$ cat src/rtl/alu_pkg.sv
// Shared ALU definitions: opcode width and the logic-unit opcode encoding.
package alu_pkg;

    localparam int unsigned OP_W = 3;

    typedef enum logic [OP_W-1:0] {
        OP_AND   = 3'b000,
        OP_OR    = 3'b001,
        OP_XOR   = 3'b010,
        OP_NAND  = 3'b011,
        OP_NOR   = 3'b100,
        OP_XNOR  = 3'b101,
        OP_NOTA  = 3'b110,  // b ignored
        OP_PASSB = 3'b111   // a ignored
    } logic_op_t;

endpackage

$ cat src/rtl/logic_op_core.sv
// Combinational bitwise logic core with result flags.
// Ports:
//   a, b    : operands (WIDTH bits)
//   op      : operation select (alu_pkg::logic_op_t)
//   s       : result
//   zero    : s == 0
//   msb     : s[WIDTH-1]
//   parity  : XOR-reduce of s (1 = odd ones count)
//   popcnt  : number of ones in s (only when LOGIC_UNIT_POPCOUNT_EN is defined)
module logic_op_core
    import alu_pkg::*;
#(
    parameter int unsigned WIDTH = 16
) (
    input  logic [WIDTH-1:0]             a,
    input  logic [WIDTH-1:0]             b,
    input  logic_op_t                    op,
    output logic [WIDTH-1:0]             s,
    output logic                         zero,
`ifdef LOGIC_UNIT_POPCOUNT_EN
    output logic [$clog2(WIDTH+1)-1:0]   popcnt,
`endif
    output logic                         msb,
    output logic                         parity
);

    always_comb begin
        s = '0;
        unique case (op)
            OP_AND:   s = a & b;
            OP_OR:    s = a | b;
            OP_XOR:   s = a ^ b;
            OP_NAND:  s = ~(a & b);
            OP_NOR:   s = ~(a | b);
            OP_XNOR:  s = ~(a ^ b);
            OP_NOTA:  s = ~a;
            OP_PASSB: s = b;
            default:  s = '0;
        endcase
    end

    assign zero   = (s == '0);
    assign msb    = s[WIDTH-1];
    assign parity = ^s;

`ifdef LOGIC_UNIT_POPCOUNT_EN
    localparam int unsigned PC_W = $clog2(WIDTH+1);

    always_comb begin
        popcnt = '0;
        for (int i = 0; i < int'(WIDTH); i++) begin
            popcnt = popcnt + PC_W'(s[i]);
        end
    end
`endif

endmodule

$ cat src/rtl/logic_unit_pipe.sv
// Two-stage pipelined bitwise logic unit with valid/ready on both sides.
// Stage 1 captures operands on a transfer; stage 2 registers result and flags.
// Optional feature: define LOGIC_UNIT_POPCOUNT_EN to add out_popcnt.
// Ports:
//   clk, rst_n           : clock, asynchronous active-low reset
//   in_valid/in_ready    : input handshake
//   in_a, in_b, in_op    : operands and opcode
//   out_valid/out_ready  : output handshake
//   out_s                : result
//   out_zero/msb/parity  : flags of out_s, registered with it
//   out_popcnt           : ones count of out_s (LOGIC_UNIT_POPCOUNT_EN only)
module logic_unit_pipe #(
    parameter int unsigned WIDTH = 16,
    parameter int unsigned OP_W  = 3
) (
    input  logic                         clk,
    input  logic                         rst_n,
    input  logic                         in_valid,
    output logic                         in_ready,
    input  logic [WIDTH-1:0]             in_a,
    input  logic [WIDTH-1:0]             in_b,
    input  logic [OP_W-1:0]              in_op,
    output logic                         out_valid,
    input  logic                         out_ready,
    output logic [WIDTH-1:0]             out_s,
    output logic                         out_zero,
    output logic                         out_msb,
`ifdef LOGIC_UNIT_POPCOUNT_EN
    output logic [$clog2(WIDTH+1)-1:0]   out_popcnt,
`endif
    output logic                         out_parity
);

    import alu_pkg::*;

    logic             s1_valid_q, s1_valid_d;
    logic [WIDTH-1:0] s1_a_q, s1_a_d;
    logic [WIDTH-1:0] s1_b_q, s1_b_d;
    logic_op_t        s1_op_q, s1_op_d;

    logic             out_valid_q, out_valid_d;
    logic [WIDTH-1:0] out_s_q, out_s_d;
    logic             out_zero_q, out_zero_d;
    logic             out_msb_q, out_msb_d;
    logic             out_parity_q, out_parity_d;

    logic [WIDTH-1:0] core_s;
    logic             core_zero, core_msb, core_parity;
    logic             s2_ready;

`ifdef LOGIC_UNIT_POPCOUNT_EN
    localparam int unsigned PC_W = $clog2(WIDTH+1);
    logic [PC_W-1:0] core_popcnt;
    logic [PC_W-1:0] out_popcnt_q, out_popcnt_d;
`endif

    // Ready depends only on registered state and out_ready.
    assign s2_ready = !out_valid_q || out_ready;
    assign in_ready = !s1_valid_q || s2_ready;

    logic_op_core #(
        .WIDTH  (WIDTH)
    ) u_core (
        .a      (s1_a_q),
        .b      (s1_b_q),
        .op     (s1_op_q),
        .s      (core_s),
        .zero   (core_zero),
`ifdef LOGIC_UNIT_POPCOUNT_EN
        .popcnt (core_popcnt),
`endif
        .msb    (core_msb),
        .parity (core_parity)
    );

    always_comb begin
        s1_valid_d   = s1_valid_q;
        s1_a_d       = s1_a_q;
        s1_b_d       = s1_b_q;
        s1_op_d      = s1_op_q;
        out_valid_d  = out_valid_q;
        out_s_d      = out_s_q;
        out_zero_d   = out_zero_q;
        out_msb_d    = out_msb_q;
        out_parity_d = out_parity_q;
`ifdef LOGIC_UNIT_POPCOUNT_EN
        out_popcnt_d = out_popcnt_q;
`endif

        // in_ready means stage 1 is empty or drains this cycle.
        if (in_ready) begin
            s1_valid_d = in_valid;
            // Operands only load on a transfer, so an idle in_op is never used.
            if (in_valid) begin
                s1_a_d  = in_a;
                s1_b_d  = in_b;
                s1_op_d = logic_op_t'(in_op);
            end
        end

        // On a bubble out_valid drops but out_s and the flags keep their value.
        if (s2_ready) begin
            out_valid_d = s1_valid_q;
            if (s1_valid_q) begin
                out_s_d      = core_s;
                out_zero_d   = core_zero;
                out_msb_d    = core_msb;
                out_parity_d = core_parity;
`ifdef LOGIC_UNIT_POPCOUNT_EN
                out_popcnt_d = core_popcnt;
`endif
            end
        end
    end

    always_ff @(posedge clk or negedge rst_n) begin
        if (!rst_n) begin
            s1_valid_q   <= 1'b0;
            s1_a_q       <= '0;
            s1_b_q       <= '0;
            s1_op_q      <= OP_AND;
            out_valid_q  <= 1'b0;
            out_s_q      <= '0;
            out_zero_q   <= 1'b0;
            out_msb_q    <= 1'b0;
            out_parity_q <= 1'b0;
`ifdef LOGIC_UNIT_POPCOUNT_EN
            out_popcnt_q <= '0;
`endif
        end else begin
            s1_valid_q   <= s1_valid_d;
            s1_a_q       <= s1_a_d;
            s1_b_q       <= s1_b_d;
            s1_op_q      <= s1_op_d;
            out_valid_q  <= out_valid_d;
            out_s_q      <= out_s_d;
            out_zero_q   <= out_zero_d;
            out_msb_q    <= out_msb_d;
            out_parity_q <= out_parity_d;
`ifdef LOGIC_UNIT_POPCOUNT_EN
            out_popcnt_q <= out_popcnt_d;
`endif
        end
    end

    assign out_valid  = out_valid_q;
    assign out_s      = out_s_q;
    assign out_zero   = out_zero_q;
    assign out_msb    = out_msb_q;
    assign out_parity = out_parity_q;
`ifdef LOGIC_UNIT_POPCOUNT_EN
    assign out_popcnt = out_popcnt_q;
`endif

endmodule

$ cat config.mk
export PLATFORM = sky130hd
export DESIGN_NAME = logic_unit_pipe
export DESIGN_NICKNAME = d
export VERILOG_FILES = /design/src/rtl/alu_pkg.sv /design/src/rtl/logic_op_core.sv /design/src/rtl/logic_unit_pipe.sv
export SDC_FILE = /design/constraint.sdc
export NUM_CORES = 1
export LEC_CHECK = 0
export CORE_ASPECT_RATIO = 0.8
export CORE_MARGIN = 2
export CORE_UTILIZATION = 50
export CTS_CLUSTER_DIAMETER = 150
export DETAILED_ROUTE_END_ITERATION = 10
export PLACE_DENSITY = 0.81
export SYNTH_ARGS = -nofsm -noshare
export SYNTH_HDL_FRONTEND = slang
export SYNTH_SLANG_ARGS = --single-unit
export TNS_END_PERCENT = 20
$ cat constraint.sdc
create_clock -name clk -period 2 [get_ports clk]
set_input_delay 0.4 -clock clk [delete_from_list [all_inputs] [get_ports clk]]
set_output_delay 0.4 -clock clk [all_outputs]
set_load 0.1 [all_outputs]
==> results of run 1 <==
==> power by group <==
| group | internal (W) | switching (W) |
|---|---|---|
| registers | 0.00134 | 0.000199 |
| logic | 0.00213 | 0.00278 |
| clock network | 0.000379 | 0.000427 |
| total | 0.00385 | 0.00341 |
==> worst paths after layout <==
kind                              end  cells after the start
min reg2reg                 out_s[11]                      2
max                        out_parity                     11
min                         s1_a_q[8]                      2
max in group asynchronous   out_valid                      2
min in group clk            out_s[11]                      2
max reg2reg                out_parity                     11
==> flip-flops by register name, summed over array words and instances, names as in the netlist <==
name	flops
s1_a_q	16
out_parity	1
out_zero	1
out_valid	1
s1_op_q	3
s1_b_q	16
s1_valid_q	1
out_s	16
==> timing repair <==
item,4_1_cts,5_1_grt
resized for setup,59,39
hold buffers,0,0
pin swaps,41,27
setup endpoints to repair,2,4
buffers inserted,23,5
cloned,4,0
==> cells by family (layout without fill, tap and decap cells) <==
group	Yosys count	count (layout)	synth area share
muxes	40	40	0.115
DFF	55	55	0.352
buffers and inverters	74	225	0.0919
and+or+nand+nor	87	88	0.108
AOI/OAI and AO/OA	120	120	0.190
xor gates and xnor gates	7	7	0.0157
adders and majority gates	40	40	0.128
==> metrics by stage <==
step	util	power, W
finish	0.798	0.00726
detailed placement	0.683	0.00515
global placement	0.683	0.00498
global route	0.798	0.00755
CTS	0.773	0.00673
floorplan	-	0.00402
==> worst max-delay path: stages (launching register included) <==
cell     delay (ns)
dfrtp_2        0.46
buf_12         0.16
buf_12         0.14
nor2b_1        0.13
o21ai_0        0.29
a21oi_1        0.19
o22ai_2        0.19
ha_1           0.28
xnor2_1        0.19
xnor2_1        0.16
xnor2_1        0.15
o21ai_1        0.09
==> per-layer routing <==
| metal | share of wire | wire, um |
|---|---|---|
| met1 | 0.36 | 5210 |
| met2 | 0.48 | 6810 |
| met3 | 0.090 | 1290 |
| met4 | 0.069 | 984 |
| met5 | 0 | 0 |
==> area by class of cell <==
cell class / count / area share
tap: 105 / 0.0220
clock buffer: 5 / 0.0115
multi-input combinational: 295 / 0.435
timing repair buffer: 172 / 0.264
clock inverter: 3 / 0.00774
inverter: 45 / 0.0282
sequential: 55 / 0.231
==> cells in the final DEF (no fill, tap or decap), types with 2 or more instances in the layout <==
master,netlist,final
buf_4,8,115
dfrtp_1,55,51
inv_1,45,43
mux2_2,38,37
clkdlybuf4s50_1,0,37
a21oi_1,47,34
nand2_1,35,33
ha_1,40,33
o21ai_1,17,25
nor2b_1,23,20
o22ai_2,8,15
nor2_1,18,15
a21oi_2,0,12
buf_12,1,10
o22ai_1,20,8
ha_4,0,6
nand2b_1,5,5
o22ai_4,0,5
clkbuf_8,0,5
buf_6,3,5
o21ai_0,16,4
o21ai_2,0,4
o2bb2ai_4,0,3
nor2_2,0,3
xnor2_1,7,3
dfrtp_2,0,3
or3_4,1,2
inv_2,0,2
nor2b_2,0,2
mux2i_1,2,2
o21a_1,2,2
nand4_1,2,2
xnor2_2,0,2
xnor2_4,0,2
buf_16,0,2
buf_8,0,2
==> results.py, run 1 <==
metrics = {
    "cts": {
        "clockRootBuffer": "clkbuf_8",
        "htree_levels": 2,
        "clkLatencyLatePin_ns": 0.34,
        "cts.sinks": 55,
        "numCtsBuffers": 5,
        "clk_pin_slew_worst_paths_ns": 0.12,
        "cts_max_path_buffers": 2,
        "cts_tree": "done",
    },
    "power_and_ir_drop": {
        "p_per_area_nw_per_um2": 1210,
        "ir_drop_mv": 0.987,
        "power_leakage_nw": 2.73,
    },
    "detailed_routing": {
        "drc": 0,
        "wire_per_inst_um": 21.0,
        "drt_first_pass_iters": 5,
        "vias_per_cell": 6.13,
        "first_iter_violations": 363,
        "ant_nets": 0,
        "wl_um": 14300,
        "via_count": 4170,
    },
    "final_layout": {
        "antenna_cells": 0,
        "nFillCells": 435,
        "multi_input_area_um2": 2600,
        "seq_area_um2": 1380,
        "stdcell_count": 680,
        "final_layout_size_suffix_gt1_frac": 0.442,
        "area_growth_pct": 53.1,
        "fin_area_um2": 5980,
        "nets": 653,
    },
    "timing": {
        "worst_pin_slew_ns": 0.389,
        "finalCritPeriodShare": 1.28,
        "slew_headroom": 0.741,
        "post-route-min-period_ns": 2.56,
        "hold_ws_ns": 0.0759,
        "finalMaxSlewViolations": 0,
        "fin_skew_ns": 0.0200,
        "rsz0062_at_grt": "true",
        "tns_ns": -1.13,
        "setup_violations": 3,
        "fmax_mhz": 391,
        "hold_viol_final": 0,
        "setup_ws_ns": -0.557,
    },
    "floorplanning": {
        "die_area_um2": 8540,
        "rows": 28,
        "io_pins": 60,
        "initial_core_util": 0.521,
        "die_w_um": 103,
        "dieHeight_um": 83.1,
        "coreArea_um2": 7500,
    },
    "place": {
        "gp_congestion": 0.876,
        "dp.cells": 641,
        "post-place-ws_ns": -0.408,
        "dp_hpwl_um": 7450,
        "port_buffers": 59,
        "place_area_um2": 5120,
    },
    "outcome": {
        "status": "finished, violations left",
        "violations": "negative setup slack",
    },
    "global_routing": {
        "use_met2": 0.514,
        "grt_pass1_vias": 4174,
        "antenna_found_initial": 0,
        "top_usage_layer": "met2",
        "grt_pass1_wl_um": 20500,
        "grt_use_met3": 0.0488,
        "use_met1": 0.379,
        "grt_max_degree": 37,
        "track_usage": 0.307,
        "gr-total-overflow": 0,
    },
    "synth": {
        "syn_area_um2": 3910,
        "synth_area_per_cell_um2": 9.24,
        "yosysUniqueCellTypes": 33,
        "synth_seq_area_share": 0.352,
        "synth-edff-count": 0,
        "synth_nets": 502,
        "ys_warn_count": 0,
        "yosys-top-cells-area": "dfrtp_1, ha_1, mux2_2",
        "yosysMostFrequentCell": "dfrtp_1",
        "async_reset_ff_frac": 1.00,
        "synth_common_cells": "dfrtp_1, a21oi_1, inv_1",
        "ys_ff_latch": 55,
        "synth_top_area_frac": 0.352,
        "syn_inst": 423,
        "yosys.area.top_type": "dfrtp_1",
        "synth-main-ff-cell": "dfrtp_1",
    },
    "worst_setup_path": {
        "cp-end-kind": "flop",
        "crit_type": "flop to flop",
        "regToRegSetupSlack_ns": -0.56,
        "cp.arrival_ns": 2.77,
        "startpoint": "s1_op_q[1]",
        "critPathRequiredTime_ns": 2.22,
        "critPathMaxFanout": 9,
        "cp-start-kind": "flop",
        "r2r_start": "s1_op_q[1]",
    },
    "min_path": {
        "hold_path_class": "primary input to async pin",
    },
    "job": {
        "cap_violations": 0,
    },
}
Power figures use the tool's default switching activity.
==> run 2, diff against run 1 <==
Settings changed: ABC_CLOCK_PERIOD_IN_PS set to 2000, CTS_CLUSTER_DIAMETER 150 to unset.
==> results of run 2 <==
No change in the layout: final DEF, timing and power equal those of run 1.
==> run 3, diff against run 2 <==
Settings changed: GPL_ROUTABILITY_DRIVEN set to 0, PLACE_DENSITY 0.81 to 0.84.
==> run 3 against run 2 <==
The run still ends with negative setup slack left. Fmax grew 5.8%. Clock power down 22%. First-iteration DRC count is 39% lower. Combinational power is 12% lower. Design area decreased by 5.4%. Die area unchanged. Sequential cell count did not move. Final cell count is 1.9% lower. Wire length shrank 19%. Clock skew down 0.012 ns. Non-clock buffer count shrank 14. Largest cell class unchanged.
==> results.py, run 3 (synthesized netlist as in run 1, its figures left out) <==
metrics = {
    "cts": {
        "clk_pin_slew_worst_paths_ns": 0.10,
        "clkLatencyLatePin_ns": 0.32,
        "htree_levels": 2,
        "cts.sinks": 55,
        "cts_max_path_buffers": 2,
        "clockRootBuffer": "clkbuf_8",
        "cts_tree": "done",
        "ctsHoldBuffers": 0,
        "numCtsBuffers": 5,
    },
    "final_layout": {
        "nets": 640,
        "antenna_cells": 0,
        "mostFrequentLayoutCells": "buf_4, dfrtp_1, inv_1",
        "final_common_cell": "buf_4",
        "stdcell_count": 667,
        "fin_util": 0.755,
        "final_layout_size_suffix_gt1_frac": 0.406,
        "area_growth_pct": 44.8,
        "nFillCells": 468,
    },
    "power_and_ir_drop": {
        "power_leakage_nw": 2.60,
        "p_per_area_nw_per_um2": 1140,
        "ir_drop_mv": 0.810,
    },
    "outcome": {
        "violations": "negative setup slack",
        "status": "finished, violations left",
    },
    "place": {
        "post-place-ws_ns": -0.399,
        "dp_hpwl_um": 7120,
        "port_buffers": 59,
        "dp.cells": 646,
    },
    "worst_setup_path": {
        "crit_type": "flop to flop",
        "startpoint": "s1_op_q[2]",
        "crit_path_cell_trace": "buf_12, nor2b_4, buf_6, nand2_1, a21oi_2, o22ai_4, ha_1, xnor2_2, xnor2_1, xnor2_1, o21ai_1",
        "regToRegSetupSlack_ns": -0.42,
        "r2r-end": "out_parity",
        "max_stage_delay_ns": 0.47,
        "crit_cells": 11,
        "cp.buffers_inverters": 2,
        "critPathRequiredTime_ns": 2.21,
        "worstRegToRegCells": 11,
        "crit_slowest_cell": "dfrtp_2",
        "r2r_start": "s1_op_q[2]",
        "crit_family": "XOR/XNOR gates",
        "cp.arrival_ns": 2.62,
        "critPathMaxFanout": 6,
        "cp-start-kind": "flop",
        "setup.worst_path.end": "out_parity",
        "cp-end-kind": "flop",
        "cp_common_cell": "xnor2_1",
    },
    "min_path": {
        "hold_path_class": "primary input to async pin",
    },
    "global_routing": {
        "gr-total-overflow": 0,
        "grt_pass1_vias": 3645,
        "grt_pass1_wl_um": 16600,
        "grt_max_degree": 37,
        "track_usage": 0.246,
        "antenna_found_initial": 0,
    },
    "timing": {
        "tns_ns": -0.416,
        "post-route-min-period_ns": 2.42,
        "rsz0062_at_grt": "true",
        "fmax_mhz": 414,
        "finalMaxSlewViolations": 0,
        "fin_skew_ns": 0.00779,
        "hold_viol_final": 0,
        "finalCritPeriodShare": 1.21,
        "setup_violations": 1,
        "hold_ws_ns": 0.0599,
        "slew_headroom": 0.623,
        "worst_pin_slew_ns": 0.565,
        "setup_ws_ns": -0.416,
    },
    "detailed_routing": {
        "wire_per_inst_um": 17.4,
        "vias_per_cell": 5.62,
        "ant_nets": 0,
        "wl_um": 11600,
        "drc": 0,
        "via_count": 3746,
        "first_iter_violations": 223,
        "drt_first_pass_iters": 5,
    },
    "floorplanning": {
        "dieHeight_um": 83.1,
        "initial_core_util": 0.521,
        "io_pins": 60,
        "die_w_um": 103,
        "die_area_um2": 8540,
        "rows": 28,
        "coreArea_um2": 7500,
    },
    "job": {
        "cap_violations": 0,
    },
}
==> run 3: cell count changes in the layout (fill, tap and decap cells not counted), sizes merged <==
cell    previous run  this run
clkbuf             5         7
inv               46        45
buf              135       120
bufinv             1         0
clkinv             0         1
and2               1         2
==> run 3: area by class of cell <==
class                           instances  area (um^2)  share of cell area
Clock buffer                            6         72.6              0.0128
Clock inverter                          2         12.5             0.00221
Inverter                               45          169              0.0298
Multi-Input combinational cell        296         2490               0.440
Sequential cell                        55         1380               0.245
Tap cell                              105          131              0.0232
Timing Repair Buffer                  158         1400               0.248
==> run 3: timing repair <==
action | 4_1_cts | 5_1_grt
hold endpoints to repair | 0 | 0
buffers inserted | 5 | 5
setup endpoints to repair | 2 | 2
cloned | 1 | 2
gates resized for setup | 36 | 32
pin swaps | 12 | 21
==> run 3: routing by layer <==
metal,vias up,part of all wire,track usage
met2,186,0.49,0.422
met5,-,0,0
met1,1775,0.39,0.301
li1,1721,-,-
met3,64,0.065,0.0480
met4,0,0.052,0.0981
==> run 3: worst register-to-register path: stages, from the launching register on <==
cell,delay (ns)
dfrtp_2,0.47
buf_12,0.15
nor2b_4,0.12
buf_6,0.13
nand2_1,0.09
a21oi_2,0.28
o22ai_4,0.14
ha_1,0.33
xnor2_2,0.15
xnor2_1,0.21
xnor2_1,0.16
o21ai_1,0.08
==> run 3: stage by stage <==
stage,power (W),cell area (um^2)
after global placement,0.00499,5140
after global routing,0.00680,5660
after detailed placement,0.00512,5140
after floorplan,0.00402,3940
after CTS,0.00594,5410
final,0.00647,5660
==> run 3: worst min-delay path by stage <==
stage          cells after the start  slack (ns)         end  startpoint
4_1_cts                            1        0.08   s1_b_q[8]       rst_n
6_report                           1        0.06   s1_b_q[8]       rst_n
3_5_place_dp                       1        0.42   s1_b_q[8]       rst_n
5_1_grt                            1        0.11   s1_b_q[8]       rst_n
3_3_place_gp                       1        0.41   s1_b_q[8]       rst_n
2_1_floorplan                      0        0.10  out_parity       rst_n
==> run 3: where the power goes <==
group          switching (W)  total, W  leakage, nW  internal [W]
Clock               0.000383  0.000629       0.0412      0.000246
Combinational        0.00250   0.00432         1.91       0.00182
Sequential          0.000176   0.00152        0.653       0.00134
Total                0.00306   0.00647         2.60       0.00341
